$ cat src/rtl/note_tracker.sv
// Frequency-to-note classifier with table scan and debounced display.
// Emits ASCII letter/octave digit and a one-cycle change strobe.
module note_tracker #(
   parameter int FREQ_W     = 16,
   parameter int MIN_OCTAVE = 2,
   parameter int NUM_OCT    = 4,
   parameter int STABLE_N   = 3
) (
   input  logic              clk,
   input  logic              reset,
   input  logic              freq_valid,
   output logic              freq_ready,
   input  logic [FREQ_W-1:0] frequency,
   output logic [7:0]        letter,
   output logic [7:0]        number,
   output logic              note_valid,
   output logic              note_changed
);

   localparam int BW = FREQ_W + 8;
   localparam int CW = $clog2(STABLE_N + 1);
   localparam int LS = (MIN_OCTAVE > 2) ? MIN_OCTAVE - 3 : 0;
   localparam logic [BW-1:0] LOW =
      (MIN_OCTAVE == 2) ? BW'(62) : (BW'(127) << LS) + BW'(1);
   localparam logic [BW-1:0] HIGH =
      BW'(127) << (MIN_OCTAVE - 2 + NUM_OCT - 1);

   typedef enum logic [1:0] {IDLE, RANGE, SCAN, COMMIT} state_t;

   state_t            state, nstate;
   logic [FREQ_W-1:0] f_q;
   logic [2:0]        ni, ok;
   logic              cand_none, last_none, disp_none;
   logic [2:0]        cand_i, cand_k;
   logic [2:0]        last_i, last_k;
   logic [2:0]        disp_i, disp_k;
   logic [CW-1:0]     run_cnt, run_nx;
   logic [BW-1:0]     f_ext, bound;
   logic [3:0]        sh;
   logic              in_range, hit;
   logic              same_last, same_disp, upd;

   function automatic logic [BW-1:0] base(input logic [2:0] i);
      case (i)
         3'd0:    base = BW'(69);
         3'd1:    base = BW'(78);
         3'd2:    base = BW'(85);
         3'd3:    base = BW'(93);
         3'd4:    base = BW'(104);
         3'd5:    base = BW'(117);
         default: base = BW'(127);
      endcase
   endfunction

   function automatic logic [7:0] ascii(input logic [2:0] i);
      case (i)
         3'd0:    ascii = 8'h43;
         3'd1:    ascii = 8'h44;
         3'd2:    ascii = 8'h45;
         3'd3:    ascii = 8'h46;
         3'd4:    ascii = 8'h47;
         3'd5:    ascii = 8'h41;
         default: ascii = 8'h42;
      endcase
   endfunction

   // Range test, current scan bound and debounce decisions
   always_comb begin
      f_ext     = BW'(f_q);
      sh        = 4'(MIN_OCTAVE - 2) + {1'b0, ok};
      bound     = base(ni) << sh;
      in_range  = (f_ext >= LOW) && (f_ext <= HIGH);
      hit       = (f_ext <= bound);
      same_last = (cand_none == last_none) &&
                  (cand_none || (cand_i == last_i && cand_k == last_k));
      same_disp = (cand_none == disp_none) &&
                  (cand_none || (cand_i == disp_i && cand_k == disp_k));
      if (!same_last)
         run_nx = CW'(1);
      else if (run_cnt == CW'(STABLE_N))
         run_nx = run_cnt;
      else
         run_nx = run_cnt + CW'(1);
      upd = (run_nx == CW'(STABLE_N)) && !same_disp;
   end

   // State register
   always_ff @(posedge clk or posedge reset) begin
      if (reset) state <= IDLE;
      else       state <= nstate;
   end

   // Next-state logic
   always_comb begin
      nstate = state;
      unique case (state)
         IDLE:   if (freq_valid) nstate = RANGE;
         RANGE:  nstate = in_range ? SCAN : COMMIT;
         SCAN:   if (hit) nstate = COMMIT;
         COMMIT: nstate = IDLE;
         default: nstate = IDLE;
      endcase
   end

   // Handshake output
   always_comb begin
      freq_ready = (state == IDLE);
   end

   // Sample latch, scan counters, debounce and display registers
   always_ff @(posedge clk or posedge reset) begin
      if (reset) begin
         f_q          <= '0;
         ni           <= '0;
         ok           <= '0;
         cand_none    <= 1'b1;
         cand_i       <= '0;
         cand_k       <= '0;
         last_none    <= 1'b1;
         last_i       <= '0;
         last_k       <= '0;
         disp_none    <= 1'b1;
         disp_i       <= '0;
         disp_k       <= '0;
         run_cnt      <= '0;
         letter       <= 8'h20;
         number       <= 8'h20;
         note_valid   <= 1'b0;
         note_changed <= 1'b0;
      end else begin
         note_changed <= 1'b0;
         unique case (state)
            IDLE: if (freq_valid) f_q <= frequency;
            RANGE: begin
               ni <= '0;
               ok <= '0;
               if (!in_range) cand_none <= 1'b1;
            end
            SCAN: begin
               if (hit) begin
                  cand_none <= 1'b0;
                  cand_i    <= ni;
                  cand_k    <= ok;
               end else if (ni == 3'd6) begin
                  ni <= '0;
                  ok <= ok + 3'd1;
               end else begin
                  ni <= ni + 3'd1;
               end
            end
            COMMIT: begin
               last_none <= cand_none;
               last_i    <= cand_i;
               last_k    <= cand_k;
               run_cnt   <= run_nx;
               if (upd) begin
                  disp_none    <= cand_none;
                  disp_i       <= cand_i;
                  disp_k       <= cand_k;
                  note_changed <= 1'b1;
                  note_valid   <= !cand_none;
                  letter       <= cand_none ? 8'h20 : ascii(cand_i);
                  number       <= cand_none ? 8'h20 :
                     8'h30 + 8'(MIN_OCTAVE) + {5'b0, cand_k};
               end
            end
            default: ;
         endcase
      end
   end

endmodule

$ cat config.mk
export PLATFORM = sky130hd
export DESIGN_NAME = note_tracker
export DESIGN_NICKNAME = d
export VERILOG_FILES = /design/src/rtl/note_tracker.sv
export SDC_FILE = /design/constraint.sdc
export NUM_CORES = 1
export LEC_CHECK = 0
export ABC_AREA = 0
export BUFFER_PORTS_ARGS = -buffer_cell sky130_fd_sc_hd__clkbuf_2
export CAP_MARGIN = 5
export CELL_PAD_IN_SITES_DETAIL_PLACEMENT = 0
export CELL_PAD_IN_SITES_GLOBAL_PLACEMENT = 1
export CORE_MARGIN = 2
export CORE_UTILIZATION = 48
export CTS_BUF_LIST = sky130_fd_sc_hd__clkbuf_4 sky130_fd_sc_hd__clkbuf_8
export CTS_CLUSTER_DIAMETER = 150
export DETAILED_ROUTE_END_ITERATION = 10
export PLACE_DENSITY = 0.79
export SETUP_SLACK_MARGIN = 0.2
export SLEW_MARGIN = 25
export SYNTH_ARGS = -nofsm -noshare
export SYNTH_HDL_FRONTEND = slang
export SYNTH_SLANG_ARGS = --single-unit
$ cat constraint.sdc
create_clock -name clk -period 4.9 [get_ports clk]
set_input_delay 0.245 -clock clk [delete_from_list [all_inputs] [get_ports clk]]
set_output_delay 0.245 -clock clk [all_outputs]
set_load 0.03 [all_outputs]
==> results of run 1 <==
sequential cells by signal (all words and copies together) (netlist names):
name,flops
f_q,16
number,5
letter,4
cand_i,3
cand_k,3
disp_i,3
disp_k,3
last_i,3
last_k,3
ni,3
ok,3
run_cnt,2
state,2
cand_none,1
last_none,1
note_changed,1
through the flow:
stage | hold slack [ps] | instances
floorplan | 395.6 | 356
global placement | 462.9 | 458
detailed placement | 468.8 | 458
CTS | 119.1 | 466
global route | 145.0 | 466
finish | 93.48 | 466
area by class of cell:
class	count	area (um2)
clock buffer	5	68.82
clock inverter	3	26.28
fill	704	3410
inverter	17	63.81
multi-input combinational	253	1869
sequential	56	1405
tap	99	123.9
timing repair buffer	33	170.2
path summary, 6_finish.rpt:
kind	start	end	cells after the start
max in group asynchronous	reset	ni[1]$_DFFE_PP0P_	3
setup / recovery	ni[1]$_DFFE_PP0P_	ni[1]$_DFFE_PP0P_	14
hold reg to reg	number[1]$_DFFE_PP0P_	number[1]$_DFFE_PP0P_	2
min in group clk	frequency[3]	f_q[3]$_DFFE_PP0P_	2
hold / removal	reset	last_k[2]$_DFFE_PP0P_	3
setup reg to reg	ni[1]$_DFFE_PP0P_	ni[1]$_DFFE_PP0P_	14
Yosys cell counts (all sizes together) (8+ instances only):
| library cell | instances | area, um2 |
|---|---|---|
| a21oi | 18 | 93.84 |
| buf | 16 | 113.9 |
| clkbuf | 14 | 52.55 |
| dfrtp | 53 | 1326 |
| ha | 22 | 275.3 |
| inv | 17 | 63.81 |
| mux2 | 37 | 416.7 |
| nand2 | 31 | 116.4 |
| nand3 | 8 | 50.05 |
| nor2 | 18 | 67.56 |
| nor3 | 9 | 45.04 |
| o21ai | 17 | 85.08 |
placed cells by master (no fill, tap or decap), drive strengths merged, types with 3 or more instances in the layout:
master	n
a21oi	18
nor3b	3
or2	3
o211ai	3
nand2	31
dfstp	3
nor2	18
ha	22
clkbuf	36
mux2i	4
nor3	9
dfrtp	53
o21ai	17
conb	6
nand3	8
nand4	4
nor4	3
o22a	5
nand2b	6
mux2	37
o31ai	3
nor2b	7
xnor2	6
a31oi	5
inv	18
a2111oi	3
xor2	7
logic make-up after synthesis:
| group | after synthesis |
|---|---|
| other | 2 |
| buffers and inverters | 47 |
| AOI/OAI and AO/OA | 73 |
| and+or+nand+nor | 98 |
| muxes | 41 |
| DFF | 56 |
| xor gates and xnor gates | 13 |
| adders and majority gates | 22 |
worst min-delay path, stage by stage:
cell and delay, ps:
clkbuf_2 80, inv_2 30, buf_4 540
layer usage:
metal	GRT usage	vias up
li1	-	1261
met1	0.2573	1194
met2	0.2808	59
met3	0.03047	8
met4	0.05834	0
met5	0	-
power groups by stage:
| stage | registers [uW] | logic [uW] | clock network [uW] |
|---|---|---|---|
| floorplan | 757 | 793 | 0 |
| global placement | 826 | 884 | 0 |
| detailed placement | 832 | 916 | 0 |
| CTS | 823 | 919 | 275 |
| global route | 852 | 1030 | 299 |
| finish | 824 | 908 | 267 |
==> metrics.md, run 1 <==
| Metric | Value |
|---|---|
| XOR/XNOR Fraction of Synth Area | `0.03263` |
| Chip width | `slightly below 90 um` |
| Yosys reg bits | `56` |
| Sequential Power Share | `0.412` |
| DRT Wirelength | `6.689 mm` |
| Setup_tns | `0 ps` |
| EDFF count, synth | `0` |
| Int Power | `1157 uW` |
| Hold Vio Cnt, Final | `0` |
| DRC Markers | `0` |
| Setup Viol. Count Final | `0` |
| Synth Area in Compound Gates | `0.1466` |
| Multiplexer share of the synthesized area | `0.1309` |
| Delay-heaviest family, CP | `compound AO/OA/AOI/OAI gates` |
| Adder-cell share of the synthesized area | `0.07888` |
| Fmax | `0.2478 GHz` |
| CP bufs+invs | `0` |
| Switching power | `841.1 uW` |
| Initial drt markers | `about 150` |
| CTS Hold Bufs | `0` |
| Count of cell types in the netlist | `between 50 and 60` |
| Net Sw Frac | `0.4210` |
| Slew @ Worst Pin | `between 800 and 900 ps` |
| GRT Util Overall | `0.1806` |
| Worst skew pair latency | `about 310 ps` |
| Wire length per cell | `14.35 um` |
| Top layer in use | `met4` |
| Core box area | `0.007137 mm2` |
| Unrepaired setup endpoints after global routing | `false` |
| Root Driver | `clkbuf_8` |
| Worst Setup Slack, final | `between 800 and 900 ps` |
| Clock slew at reported path FFs | `110 ps` |
| Metal3 WL | `approximately 240 um` |
| Antenna cells | `0` |
| CP dominant cell by count | `ha_1` |
| Starting Density | `0.4890` |
| Clk pwr share | `0.133` |
| Die Area | `0.007968 mm2` |
| Worst endpoint required time | `5110 ps` |
| Post-synthesis area per instance | `a little under 10 um2` |
| Reg2Reg Setup Slack | `870 ps` |
| Row count | `31` |
| Synth Area in Simple Gates | `0.1402` |
| Main synth FF type | `dfrtp_1` |
| Total setup buffers inserted after CTS | `0` |
| Crit path kind | `reg -> reg` |
| Leak | `0.001722 uW` |
| Area grow syn2layout | `6.812%` |
| Mapped Cells | `352` |
| Worst VDD drop | `0.2799 mV` |
| Max-cap viol count | `0` |
| Largest family of logic cells by synthesized area | `compound AO/OA/AOI/OAI gates` |
| Total gr overflow | `0` |
| First-pass GRT wire length | `11.29 mm` |
| Worst setup SP type | `flop` |
| Max-slew violations | `0` |
| Sequential area share after synthesis | `0.4027` |
| Post-cts sizing count | `0` |
| H-tree depth | `2` |
| DP Area | `0.003632 mm2` |
| CTS tree | `done` |
| Metal2 WL | `3.072 mm` |
| Metal-1 WL | `approximately 3.3 mm` |
| GP Congestion | `0.8041` |
| Clock Path Buffers | `2` |
| P per Cell Area | `536.0 mW/mm2` |
| # port buffers | `31` |
| Vias in the first global route | `around 2300` |
| CP Data Arrival Time | `4240 ps` |
| Ys async rst share | `1.000` |
| Worst hold path class | `in -> async` |
| DR vias | `2522` |
| Clk_skew | `7.774 ps` |
| Ports | `38` |
| Critical Path End Type | `flop` |
| Post-Syn Area | `between 0.003 and 0.004 mm2` |
| Pre-CTS setup slack | `roughly 920 ps` |
| Height of the die | `just under 90 um` |
| Crit-path max cell delay | `660 ps` |
| CTS Buf Count | `5` |
| HPWL after DPL | `roughly 5.0 mm` |
| Status | `finished, final reports clean` |
| Fin area | `0.003727 mm2` |
| CTS sink count | `56` |
| Crit path cell chain | `and2_1, ha_1, nand2b_1, o22ai_1, a21oi_1, o21ai_0, or2_2, ha_1, and3_1, nand3_2, a211o_1, a311oi_4, o21ai_1, a32o_1` |
| Largest net degree at the start of global routing | `57` |
| Final ANT Viol Nets | `0` |
| Crit-path max FO | `16` |
| Number of nets in the layout | `just over 400` |
| Detailed Routing Iterations Pass 1 | `4` |
| Slowest-stage cell, CP | `dfrtp_1` |
| Combinational share of power | `0.454` |
| DR vias/cell | `5.412` |
| Synth warnings | `0` |
| Final Critical Period | `around 4000 ps` |
| Total power | `between 1500 and 2000 uW` |
| Slew margin rel. | `0.4239` |
| Final cycle utilization of the critical path | `0.8235` |
| Fraction of layout cells with a size suffix above 1 | `0.2480` |
| Antenna violations before repair | `0` |
| Post-layout util | `0.5223` |
No activity file was read; power rests on OpenSTA's default activity.
==> run 2: changes to the inputs <==
- CORE_UTILIZATION: 48 -> 43
- PLACE_DENSITY: 0.79 -> 0.74
- clock period: 4.9 -> 3.7 ns (I/O delays scaled with it)
==> run 2 against run 1 <==
Compared with the run above:
- count of clock-buffer cells in the layout rose by 1
- die area grew 11%
- sequential cell count unchanged
- sequential share of layout area down 1.4 points
- worst hold slack worse by 60 ps
- total power grew 38%
- design area up 4.1%
- largest cell class unchanged
==> metrics.md, run 2 (same netlist as run 1, synthesis figures left out) <==
| Metric | Value |
|---|---|
| CTS tree | `done` |
| Clock Path Buffers | `2 (unchanged)` |
| Slowest-stage cell, CP | `dfrtp_2` |
| Final Critical Period | `3351 ps (-684.2 ps)` |
| CTS sink count | `56 (unchanged)` |
| Most frequent cells in the layout | `dfrtp_1, mux2_2, clkbuf_2, nand2_1, ha_1` |
| HPWL after DPL | `5.206 mm (+4.2%)` |
| Reg2Reg Setup Slack | `350 ps (-520 ps)` |
| Crit path kind | `reg -> reg` |
| Beginning of the critical path | `ni[2]$_DFFE_PP0P_` |
| Max-slew violations | `0 (unchanged)` |
| GRT Util Overall | `0.1716 (-0.008959)` |
| Core box area | `0.007807 mm2 (+9.4%)` |
| Leak | `0.001788 uW (+3.9%)` |
| Initial drt markers | `68 (-53%)` |
| Delay-heaviest family, CP | `compound AO/OA/AOI/OAI gates` |
| Clock slew at reported path FFs | `110 ps (about the same)` |
| Area of the multi-input gates | `0.001914 mm2 (+2.4%)` |
| Row count | `32 (+3.2%)` |
| Die Area | `0.008852 mm2 (+11%)` |
| Met1 global-route usage | `0.2176 (-0.03968)` |
| Status | `finished, final reports clean` |
| Commonest non-fill, non-tap cell in the layout | `dfrtp_1` |
| Crit path cell chain | `inv_2, ha_4, buf_4, nor3_1, o21ai_0, o21ai_0, or2_2, ha_1, and3_4, nand3_2, a211o_1, a32oi_1, buf_4, mux2_2` |
| GP Congestion | `0.8325 (+3.5%)` |
| Vias in the first global route | `2484 (+6.0%)` |
| Reg with most FFs | `f_q` |
| Biggest regs | `f_q x16, number x5, letter x4` |
| CP bufs+invs | `3 (+3)` |
| # port buffers | `31 (unchanged)` |
| CTS Buf Count | `5 (unchanged)` |
| GRT busiest layer | `met2` |
| DR vias/cell | `5.388 (-0.44%)` |
| Height of the die | `94.09 um (+5.4%)` |
| First-pass GRT wire length | `11.99 mm (+6.2%)` |
| Largest register FFs | `16 (unchanged)` |
| Final ANT Viol Nets | `0 (unchanged)` |
| DRT Wirelength | `7.171 mm (+7.2%)` |
| H-tree depth | `2 (unchanged)` |
| Antenna violations before repair | `0 (unchanged)` |
| Fill cells | `753 (+7.0%)` |
| Crit-path max FO | `8 (-8)` |
| Worst VDD drop | `0.3809 mV (+36%)` |
| Number of nets in the layout | `420 (+3.2%)` |
| Unrepaired setup endpoints after global routing | `false` |
| Root Driver | `clkbuf_8` |
| Setup_tns | `0 ps (unchanged)` |
| Area grow syn2layout | `11.19%` |
| Ports | `38 (unchanged)` |
| Worst hold path class | `in -> async` |
| GR Layer Usage met2 | `0.3000 (+0.01919)` |
| DR vias | `2597 (+3.0%)` |
| Critical Path End Type | `flop` |
| Post-layout util | `0.4970 (-0.02531)` |
| CP Data Arrival Time | `3560 ps (-680 ps)` |
| Fraction of layout cells with a size suffix above 1 | `0.3079 (+0.05994)` |
| Worst skew pair latency | `310 ps (about the same)` |
| Wire length per cell | `14.88 um (+3.6%)` |
| Chip width | `94.09 um (+5.4%)` |
| Starting Density | `0.4470 (-0.04200)` |
| Total gr overflow | `0 (unchanged)` |
| RR Startpoint | `ni[2]$_DFFE_PP0P_` |
| Slew @ Worst Pin | `790.2 ps (-74.00 ps)` |
| Fin area | `0.003880 mm2 (+4.1%)` |
| Antenna cells | `0 (unchanged)` |
| Max-cap viol count | `0 (unchanged)` |
| Total power | `2764 uW (+38%)` |
| Pre-CTS setup slack | `192.5 ps (-729.4 ps)` |
| DP Area | `0.003674 mm2 (+1.1%)` |
| Slew margin rel. | `0.4732 (+0.04933)` |
| Worst setup SP type | `flop` |
| Worst endpoint required time | `3910 ps (-1200 ps)` |
| Crit-path max cell delay | `460 ps (-200 ps)` |
| Register area | `0.001410 mm2 (+0.36%)` |
| GR Util met3 | `0.03130 (+0.0008292)` |
| Hold Vio Cnt, Final | `0 (unchanged)` |
| Worst Setup Slack, final | `349.2 ps (-515.8 ps)` |
| DRC Markers | `0 (unchanged)` |
| P per Cell Area | `712.4 mW/mm2 (+33%)` |
| Clk_skew | `8.149 ps (+0.3753 ps)` |
| Final cycle utilization of the critical path | `0.9056 (+0.08216)` |
| Largest net degree at the start of global routing | `57 (unchanged)` |
| Setup Viol. Count Final | `0 (unchanged)` |
| CTS Hold Bufs | `0 (unchanged)` |
| Fmax | `0.2984 GHz (+20%)` |
| Detailed Routing Iterations Pass 1 | `4 (unchanged)` |
## run 2: final cells by class
class,count,area share
Clock buffer,6,0.01967
Timing Repair Buffer,46,0.06998
Clock inverter,2,0.004192
Sequential cell,56,0.3634
Inverter,17,0.01645
Tap cell,102,0.03289
Multi-Input combinational cell,253,0.4934
## run 2: final timing paths
check / cells past startpoint / endpoint
setup / recovery: 14 / cand_k[0]$_DFFE_PP0P_
hold / removal: 3 / f_q[7]$_DFFE_PP0P_
setup reg to reg: 14 / cand_k[0]$_DFFE_PP0P_
hold reg to reg: 2 / letter[2]$_DFFE_PP0P_
max in group asynchronous: 3 / ok[1]$_DFFE_PP0P_
min in group clk: 2 / f_q[6]$_DFFE_PP0P_
## run 2: through the flow
stage,instances,hold slack [ps]
2_1_floorplan,356,335.6
3_3_place_gp,466,400.9
3_5_place_dp,466,408.5
4_1_cts,477,62.46
5_1_grt,482,86.43
6_report,482,33.90
## run 2: report_power, final
| part | switching (uW) | internal, uW | total, uW | leakage, uW |
|---|---|---|---|---|
| clock network | 210 | 143 | 353 | 0.0000448 |
| registers | 229 | 827 | 1060 | 0.000707 |
| logic | 713 | 643 | 1360 | 0.00104 |
| total | 1150 | 1610 | 2760 | 0.00179 |
## run 2: timing repair
action / CTS / global route
buffers inserted: 3 / 5
gates resized for setup: 1 / 15
endpoints found under the setup margin: 3 / 14
pin swaps: 1 / 4
## run 2: worst register-to-register path, stage by stage (launching register included)
cell	delay, ps
dfrtp_2	460
inv_2	120
ha_4	180
buf_4	140
nor3_1	60
o21ai_0	140
o21ai_0	120
or2_2	290
ha_1	300
and3_4	180
nand3_2	120
a211o_1	360
a32oi_1	240
buf_4	200
mux2_2	340
## run 2: metal layers
metal	vias up	wire, um
met2	48	3596
met1	1255	3259
met5	-	0
met4	0	107
met3	11	208
li1	1283	-
